`src/rtl/exe_ctrl_pkg.sv`:
```
// rtl/exe_ctrl_pkg.sv - shared constants, control word and state encoding for the EX stage controller
package exe_ctrl_pkg;

  // Opcodes (instruction[31:26])
  localparam logic [5:0] OP_RTYPE = 6'b000000;
  localparam logic [5:0] OP_ADDI  = 6'b001000;
  localparam logic [5:0] OP_ANDI  = 6'b001100;
  localparam logic [5:0] OP_ORI   = 6'b001101;
  localparam logic [5:0] OP_LW    = 6'b100011;
  localparam logic [5:0] OP_SW    = 6'b101011;
  localparam logic [5:0] OP_BEQ   = 6'b000100;

  // R-type funct codes (instruction[5:0])
  localparam logic [5:0] FN_ADD  = 6'b100000;
  localparam logic [5:0] FN_ADDU = 6'b100001;
  localparam logic [5:0] FN_AND  = 6'b100100;
  localparam logic [5:0] FN_OR   = 6'b100101;
  localparam logic [5:0] FN_NOR  = 6'b100111;
  localparam logic [5:0] FN_SUB  = 6'b100010;
  localparam logic [5:0] FN_SUBU = 6'b100011;

  // ALU operation codes
  localparam logic [2:0] ALU_ADD  = 3'b000;
  localparam logic [2:0] ALU_AND  = 3'b001;
  localparam logic [2:0] ALU_OR   = 3'b010;
  localparam logic [2:0] ALU_NOR  = 3'b011;
  localparam logic [2:0] ALU_ADDU = 3'b100;
  localparam logic [2:0] ALU_SUB  = 3'b101;

  typedef enum logic [1:0] {
    ST_RUN        = 2'd0,
    ST_BR_EX      = 2'd1,
    ST_BR_RESOLVE = 2'd2
  } state_e;

  // ID/EX control word; alu_enable doubles as the "not a bubble" marker
  typedef struct packed {
    logic       alu_src;
    logic [2:0] alu_control;
    logic       reg_dst;
    logic       alu_enable;
    logic       mem_read;
    logic       mem_write;
    logic       reg_write;
    logic       branch;
  } ctrl_t;

  localparam ctrl_t CTRL_BUBBLE = '0;

  // Instructions whose rt field is a source operand (not a destination)
  function automatic logic uses_rt(input logic [5:0] opcode);
    return (opcode == OP_RTYPE) || (opcode == OP_SW) || (opcode == OP_BEQ);
  endfunction

endpackage

```
`src/rtl/exe_ctrl_decoder.sv`:
```
// rtl/exe_ctrl_decoder.sv - combinational opcode/funct to EX control word decoder
module exe_decoder
  import exe_ctrl_pkg::*;
(
  input  logic       id_valid,
  input  logic [5:0] id_opcode,
  input  logic [5:0] id_funct,
  output ctrl_t      ctrl,
  output logic       illegal
);

  // Decode one instruction; unsupported encodings collapse to a bubble
  always_comb begin
    ctrl    = CTRL_BUBBLE;
    illegal = 1'b0;
    if (id_valid) begin
      case (id_opcode)
        OP_RTYPE: begin
          ctrl.alu_src    = 1'b0;
          ctrl.reg_dst    = 1'b1;
          ctrl.reg_write  = 1'b1;
          ctrl.alu_enable = 1'b1;
          case (id_funct)
            FN_ADD:          ctrl.alu_control = ALU_ADD;
            FN_ADDU:         ctrl.alu_control = ALU_ADDU;
            FN_AND:          ctrl.alu_control = ALU_AND;
            FN_OR:           ctrl.alu_control = ALU_OR;
            FN_NOR:          ctrl.alu_control = ALU_NOR;
            FN_SUB, FN_SUBU: ctrl.alu_control = ALU_SUB;
            default: begin
              ctrl    = CTRL_BUBBLE;
              illegal = 1'b1;
            end
          endcase
        end
        OP_ADDI, OP_ANDI, OP_ORI: begin
          ctrl.alu_src     = 1'b1;
          ctrl.reg_write   = 1'b1;
          ctrl.alu_enable  = 1'b1;
          ctrl.alu_control = (id_opcode == OP_ADDI) ? ALU_ADD :
                             (id_opcode == OP_ANDI) ? ALU_AND : ALU_OR;
        end
        OP_LW: begin
          ctrl.alu_src     = 1'b1;
          ctrl.alu_control = ALU_ADD;
          ctrl.mem_read    = 1'b1;
          ctrl.reg_write   = 1'b1;
          ctrl.alu_enable  = 1'b1;
        end
        OP_SW: begin
          ctrl.alu_src     = 1'b1;
          ctrl.alu_control = ALU_ADD;
          ctrl.mem_write   = 1'b1;
          ctrl.alu_enable  = 1'b1;
        end
        OP_BEQ: begin
          ctrl.alu_control = ALU_SUB;
          ctrl.branch      = 1'b1;
          ctrl.alu_enable  = 1'b1;
        end
        default: illegal = 1'b1;
      endcase
    end
  end

endmodule

```
`src/rtl/exe_stage_ctrl.sv`:
```
// rtl/exe_stage_ctrl.sv - EX stage controller: ID/EX control register, load-use and branch sequencing, stats
module exe_stage_ctrl
  import exe_ctrl_pkg::*;
#(
  parameter int CNT_W = 16
) (
  input  logic             clk,
  input  logic             rst_n,
  input  logic             id_valid,
  input  logic [5:0]       id_opcode,
  input  logic [5:0]       id_funct,
  input  logic [4:0]       id_rs,
  input  logic [4:0]       id_rt,
  input  logic             zero_flag,
  output logic             alu_src,
  output logic [2:0]       alu_control,
  output logic             reg_dst,
  output logic             alu_enable,
  output logic             mem_read_ex,
  output logic             mem_write_ex,
  output logic             reg_write_ex,
  output logic             branch_ex,
  output logic [4:0]       ex_rt,
  output logic             pc_stall,
  output logic             ifid_stall,
  output logic             ifid_flush,
  output logic             pc_src,
  output logic             illegal,
  output logic [CNT_W-1:0] stall_cnt,
  output logic [CNT_W-1:0] flush_cnt
);

  state_e           state_q, state_d;
  ctrl_t            ex_ctrl_q, ex_ctrl_d;
  logic [4:0]       ex_rt_q, ex_rt_d;
  logic             illegal_q, illegal_d;
  logic [CNT_W-1:0] stall_cnt_q, stall_cnt_d;
  logic [CNT_W-1:0] flush_cnt_q, flush_cnt_d;

  ctrl_t            dec_ctrl;
  logic             dec_illegal;
  logic             load_use;
  logic             accept_id;

  exe_decoder u_decoder (
    .id_valid  (id_valid),
    .id_opcode (id_opcode),
    .id_funct  (id_funct),
    .ctrl      (dec_ctrl),
    .illegal   (dec_illegal)
  );

  // Load-use hazard: only meaningful in RUN, where EX may hold a real lw
  always_comb begin
    load_use = 1'b0;
    if (state_q == ST_RUN && id_valid && ex_ctrl_q.mem_read && ex_rt_q != 5'd0) begin
      load_use = (ex_rt_q == id_rs) || (uses_rt(id_opcode) && ex_rt_q == id_rt);
    end
  end

  // State register
  always_ff @(posedge clk or negedge rst_n) begin
    if (!rst_n) state_q <= ST_RUN;
    else        state_q <= state_d;
  end

  // Next-state: a beq entering EX from RUN starts the two-step resolve sequence
  always_comb begin
    state_d = ST_RUN;
    case (state_q)
      ST_RUN:        state_d = (!load_use && dec_ctrl.branch) ? ST_BR_EX : ST_RUN;
      ST_BR_EX:      state_d = ST_BR_RESOLVE;
      ST_BR_RESOLVE: state_d = ST_RUN;
      default:       state_d = ST_RUN;
    endcase
  end

  // Pipeline steering outputs derived from state, hazard and the branch outcome
  always_comb begin
    pc_stall   = 1'b0;
    ifid_flush = 1'b0;
    pc_src     = 1'b0;
    case (state_q)
      ST_RUN:        pc_stall = load_use;
      ST_BR_EX:      pc_stall = 1'b1;
      ST_BR_RESOLVE: begin
        ifid_flush = zero_flag;
        pc_src     = zero_flag;
      end
      default: ;
    endcase
    ifid_stall = pc_stall;
    accept_id  = !pc_stall && !ifid_flush;
  end

  // ID/EX next contents and saturating statistics
  always_comb begin
    ex_ctrl_d   = accept_id ? dec_ctrl : CTRL_BUBBLE;
    ex_rt_d     = (accept_id && dec_ctrl.alu_enable) ? id_rt : 5'd0;
    illegal_d   = accept_id && dec_illegal;
    stall_cnt_d = stall_cnt_q;
    flush_cnt_d = flush_cnt_q;
    if (pc_stall && stall_cnt_q != '1)   stall_cnt_d = stall_cnt_q + CNT_W'(1);
    if (ifid_flush && flush_cnt_q != '1) flush_cnt_d = flush_cnt_q + CNT_W'(1);
  end

  // ID/EX register and counters
  always_ff @(posedge clk or negedge rst_n) begin
    if (!rst_n) begin
      ex_ctrl_q   <= CTRL_BUBBLE;
      ex_rt_q     <= 5'd0;
      illegal_q   <= 1'b0;
      stall_cnt_q <= '0;
      flush_cnt_q <= '0;
    end else begin
      ex_ctrl_q   <= ex_ctrl_d;
      ex_rt_q     <= ex_rt_d;
      illegal_q   <= illegal_d;
      stall_cnt_q <= stall_cnt_d;
      flush_cnt_q <= flush_cnt_d;
    end
  end

  assign alu_src      = ex_ctrl_q.alu_src;
  assign alu_control  = ex_ctrl_q.alu_control;
  assign reg_dst      = ex_ctrl_q.reg_dst;
  assign alu_enable   = ex_ctrl_q.alu_enable;
  assign mem_read_ex  = ex_ctrl_q.mem_read;
  assign mem_write_ex = ex_ctrl_q.mem_write;
  assign reg_write_ex = ex_ctrl_q.reg_write;
  assign branch_ex    = ex_ctrl_q.branch;
  assign ex_rt        = ex_rt_q;
  assign illegal      = illegal_q;
  assign stall_cnt    = stall_cnt_q;
  assign flush_cnt    = flush_cnt_q;

endmodule

```
`config.mk`:
```
export PLATFORM = sky130hd
export DESIGN_NAME = exe_stage_ctrl
export DESIGN_NICKNAME = d
export VERILOG_FILES = /design/src/rtl/exe_ctrl_pkg.sv /design/src/rtl/exe_ctrl_decoder.sv /design/src/rtl/exe_stage_ctrl.sv
export SDC_FILE = /design/constraint.sdc
export NUM_CORES = 1
export LEC_CHECK = 0
export CELL_PAD_IN_SITES_DETAIL_PLACEMENT = 1
export CELL_PAD_IN_SITES_GLOBAL_PLACEMENT = 2
export CORE_MARGIN = 3
export CORE_UTILIZATION = 30
export CTS_CLUSTER_SIZE = 20
export DETAILED_ROUTE_END_ITERATION = 12
export GPL_TIMING_DRIVEN = 0
export HOLD_SLACK_MARGIN = 0.02
export PLACE_DENSITY = 0.87
export SYNTH_ARGS = -nofsm -noshare
export SYNTH_HDL_FRONTEND = slang
export SYNTH_SLANG_ARGS = --single-unit
```
`constraint.sdc`:
```
create_clock -name clk -period 6.16 [get_ports clk]
set_input_delay 0.616 -clock clk [delete_from_list [all_inputs] [get_ports clk]]
set_output_delay 0.616 -clock clk [all_outputs]
set_load 0.005 [all_outputs]
```
* Word level (Yosys, flattened, before mapping)
Cells that the tools add are included.
** Storage, ports and cells
- Bits in registers :: 50
- Bits of input ports :: 26
- Output and inout bits :: 52
- Word-level logic and storage cells :: 82
** Operators by class
- $add $sub $neg :: 2
- Eq/ne operators :: 19
- Muxes and demuxes :: 23
- Reductions and logical operators :: 25
** Operators by type and width (count)
- 6-bit == test (second input constant) :: 9
- 16-bit by 1-bit adder with 16-bit output (second input constant) :: 2
- 16-bit inequality test (second input constant) :: 2
- 10-bit two-way mux :: 2
- 6-bit by 4-bit == test with 1-bit output (second input constant) :: 3
- 3-bit one-hot mux with 5 select lines :: 1
- 1-bit one-hot mux with 2 select lines :: 7
- 5-bit == test :: 2
- 1-bit logical AND :: 10
- 3-bit one-hot mux with 3 select lines :: 1
- 1-bit two-way mux :: 7
- 7-bit OR reduction :: 1
- 6-bit by 3-bit == test with 1-bit output (second input constant) :: 1
- 6-bit logical NOT :: 1
- 6-bit two-way mux :: 1
- 6-bit OR reduction :: 1
- 5-bit two-way mux :: 1
- 5-bit nonzero test :: 1
- 5-bit OR reduction :: 1
- 2-bit one-hot mux with 2 select lines :: 1
- 4-bit OR reduction :: 1
- 1-bit logical NOT :: 3
- 1-bit logical OR :: 3
- 3-bit two-way mux :: 1
- other kinds (6) :: 6

* Depth between registers and ports, before layout
- Depth in word-level cells :: 11
- Depth in mapped cells :: 8
- Depth with buffers taken out :: 7

* Modules after synthesis
Synthesis repeated with hierarchy kept, for this count alone.
** Second synthesis, totals
- Cell total of the unflattened synthesis :: 239
- Area total of the unflattened synthesis :: 2571.2 um2
** Modules (own cells, without submodules)
- exe_stage_ctrl :: times used 1, cells an instance 199, area an instance 2302.2 um2, seq. area each 1251.2 um2
- exe_decoder :: times used 1, cells an instance 40, area an instance 269.0 um2, seq. area each 0.0 um2

* Worst setup path after synthesis
No wires, ideal clock.
- Path kind :: input to output
- From :: in id_opcode[2]
- To :: out pc_stall
- Arrival time :: 1.915 ns
- Data required time :: 5.544 ns
- Path slack :: 3.629 ns
- Cell stages on the path :: 6
- Buffers on the path :: 1
- Cells stage by stage :: and4b_1 a21oi_1 or4_4 a21o_1 nand2_1 buf_4
** On the way
- Word-level cells in the longest chain between the ends :: 7
- Elaborated cells on any way between the ends :: 9
- Classes of those cells :: 2 x eq/ne; 2 x mux; 5 x reduce/logical
** RTL lines
- from (decl) :: RTL line exe_stage_ctrl.sv:10 : input logic [5:0] id_opcode,
- 6-bit == test or 6-bit logical NOT (tied branches) :: RTL line exe_ctrl_pkg.sv:52 : return (opcode == OP_RTYPE) || (opcode == OP_SW) || (opcode == OP_BEQ);
- 1-bit logical OR :: RTL line exe_ctrl_pkg.sv:52
- 1-bit logical OR (*) :: RTL line exe_ctrl_pkg.sv:52
- 1-bit logical AND (*) :: RTL line exe_stage_ctrl.sv:57 : load_use = (ex_rt_q == id_rs) || (uses_rt(id_opcode) && ex_rt_q == id_rt);
- 1-bit logical OR (*) :: RTL line exe_stage_ctrl.sv:57
- 1-bit two-way mux (*) :: RTL line exe_stage_ctrl.sv:56 : if (state_q == ST_RUN && id_valid && ex_ctrl_q.mem_read && ex_rt_q != 5'd0) begin
- 1-bit one-hot mux with 2 select lines (*) :: RTL line exe_stage_ctrl.sv:83 : case (state_q)
- to (decl) :: RTL line exe_stage_ctrl.sv:24 : output logic pc_stall,
Mark *: on every way between the ends. The rest lies on a longest branch, timed or not.

* Final worst setup path
Ends and elaborated chain as after synthesis.

==> qor.txt <==
outcome: finished, final reports clean
gp weighted congestion: 0.8365
worst path arrival time: 3.07 ns
Clock Root Buffer: clkbuf_8
Port-buffer cells: 76
total gr overflow: 0
#FFs+latches synth: 50
1st-pass router iterations: 4
total wire length: 6302 µm
Post-DP HPWL: 4862 µm
Avg Cell Area, Syn: 10.17 µm²
min-delay worst type: input pin to async pin
DIE HEIGHT: 96.18 µm
Synth Warn #: 0
commonest non-fill, non-tap cell in the layout: clkdlybuf4s50_1
maximum VDD drop: 0.06968 mV
initial antenna violation count: 0
worst-case clock buffer depth: 2
Site Rows: 32
Starting DRT DRC Count: 45
Post-CTS Resized: 0
RR Startpoint: flush_cnt[0]$_DFFE_PN0P_
CTS buffer count: 5
unrepaired setup endpoints after global routing: false
max-slew violation count: 0
type of the worst setup path: input pin to output port
Post-DRT Antenna Nets: 0
Fin Setup TNS: 0 ns
DRC: 0
ratio of cells with drive above 1 in the final layout: 8.923%
Nets: 352
setup violators final: 0
fin crit share: 59.87%
Hold Vio Cnt, Final: 0
Worst-Margin Slew: 0.5697 ns
Crit-path slowest cell: or4_4
Routed wire per std cell: 14.76 µm
CP max FO: 7
FF-to-FF path depth: 7
syn_nets: 268
fin crit period: 3.688 ns
Top Ports: 78
TritonCTS clock tree: done
Leak: 1.504 nW
Antenna Cells: 0
Post-Synthesis Cells: 240
Area Growth Syn to Fin: 40.92%
Syn Std Cell Area: 2440 µm²
die area: 9251 µm²
Seq/Total Area, Yosys: 51.28%
fill cell count: 886
Post-synth EDFFs: 0
Req. time, crit path: 5.54 ns
Crit path largest cell delay: 0.55 ns
H-tree depth: 2
Clock Skews: 0.01627 ns
critical path depth in cells: 8
clk sinks: 50
CP top delay family: buffers and inverters
vias in the first global route: 2,080
final core occ: 44.04%
Chip Width: 96.18 µm
commonest non-fill, non-tap cells in the layout: clkdlybuf4s50_1 (75), dfrtp_1 (50), nand2_1 (24), xor2_1 (22), nor2_1 (21)
Startpoint Class: input pin
Peak Freq: 271.1 MHz
core area: 7807 µm²
via count: 2,033
Setup Fix Bufs, Post-CTS: 0
routed vias/inst: 4.761
Crit. End Element: output port
pwr/cell area: 174.6 nW/µm²
max_cap viols: 0
post-cts hold buffer count: 0
Worst-Skew Late Latency: 0.31 ns
gr usage total: 14.32%
Initial Util: 31.25%
fraction of registers with async set/reset: 100.0%
dominant synthesized flop cell: dfrtp_1
crit-path cells: clkdlybuf4s50_1 > and4b_1 > a21oi_1 > or4_4 > a21o_1 > nand2_1 > buf_4 > clkdlybuf4s50_1
RR Endpoint: flush_cnt[15]$_DFFE_PN0P_
reg2reg setup slack: 3.96 ns
Slew headroom: 62.02%
count of cell types in the netlist: 42
crit path buf inv count: 3
first-pass GRT wire length: 10,270 µm
most used cell, CP: clkdlybuf4s50_1
largest net degree at the start of global routing: 28
Reg clk slew, reported paths: 0.10 ns
## cell type report
| class | instances | area, µm² | area share, % |
|---|---|---|---|
| buffer | 6 | 40.04 | 1.164 |
| clock buffer | 6 | 82.58 | 2.402 |
| clock inverter | 2 | 12.51 | 0.3639 |
| inverter | 8 | 30.03 | 0.8734 |
| multi-input combinational | 176 | 1119 | 32.53 |
| sequential | 50 | 1251 | 36.39 |
| tap | 102 | 127.6 | 3.712 |
| timing repair buffer | 77 | 775.7 | 22.56 |
## state kept, by name (all words and copies together), names as in the netlist, 2 cells and up
name	cells
alu_control	3
ex_rt	5
flush_cnt	16
stall_cnt	16
state_q	2
## worst reg2reg max path, delay by kind of cell (launching register included)
kind / cells / cell delay (ns)
AND/OR/NAND/NOR: 4 / 0.98
XOR/XNOR: 1 / 0.14
adder cells (fa/ha/maj): 1 / 0.22
flip-flops: 1 / 0.44
AO/OA/AOI/OAI: 1 / 0.32
## metal layers
metal	up-vias	part of all wire [%]	routed length, µm	track usage [%]
met4	0	1.0	65	3.791
met1	990	46	2895	19.11
met2	53	47	2971	22.83
met5	-	0	0	0
met3	5	5.9	369	3.909
li1	985	-	-	-
## logic make-up after synthesis
group | Yosys count | synth area share [%]
compound gates | 19 | 5.436
xor+xnor | 40 | 14.36
simple gates | 114 | 24.41
buf+inv | 14 | 2.871
mux | 1 | 0.6152
fa+ha+maj | 2 | 1.025
flops | 50 | 51.28
## worst max-delay path by stage
stage / from / to / slack, ns
2_1_floorplan: id_opcode[2] / pc_stall / 3.63
3_3_place_gp: id_opcode[2] / pc_stall / 2.44
3_5_place_dp: id_opcode[2] / pc_stall / 2.47
4_1_cts: id_opcode[2] / pc_stall / 2.46
5_1_grt: id_opcode[2] / pc_stall / 2.34
6_report: id_opcode[2] / pc_stall / 2.47
## where the power goes
part	total (mW)	internal, mW	leakage, nW	switching (mW)
logic	0.0572	0.0316	0.774	0.0256
clock network	0.205	0.0906	0.0472	0.114
registers	0.338	0.333	0.683	0.00555
total	0.600	0.455	1.50	0.145
## synthesized netlist by cell type, types with 3 or more instances
cell type  number  area [µm²]
nor2_2          7       43.79
or3_1           3       18.77
nor2_1         21       78.83
inv_1           8       30.03
nor3_1         15       75.07
dfrtp_1        50        1251
nor3b_1         3       22.52
a21oi_1         5       25.02
nand4_1         7       43.79
xnor2_1        18       157.7
xor2_1         22       192.7
a21o_1          3       22.52
nand2_1        24       90.09
nand3_1        15       75.07
## metrics by stage
step | area, µm² | power, mW | setup WS [ns] | instances | hold slack, ns
2_1_floorplan | 2440 | 0.3613 | 3.629 | 240 | 0.3204
5_1_grt | 3438 | 0.6278 | 2.339 | 427 | 0.3190
4_1_cts | 3438 | 0.6097 | 2.460 | 427 | 0.3031
3_3_place_gp | 3328 | 0.4005 | 2.438 | 418 | 0.4737
3_5_place_dp | 3343 | 0.4029 | 2.465 | 419 | 0.4816
6_report | 3438 | 0.6002 | 2.472 | 427 | 0.2846
Note: power is estimated with default switching activity, not from simulation.
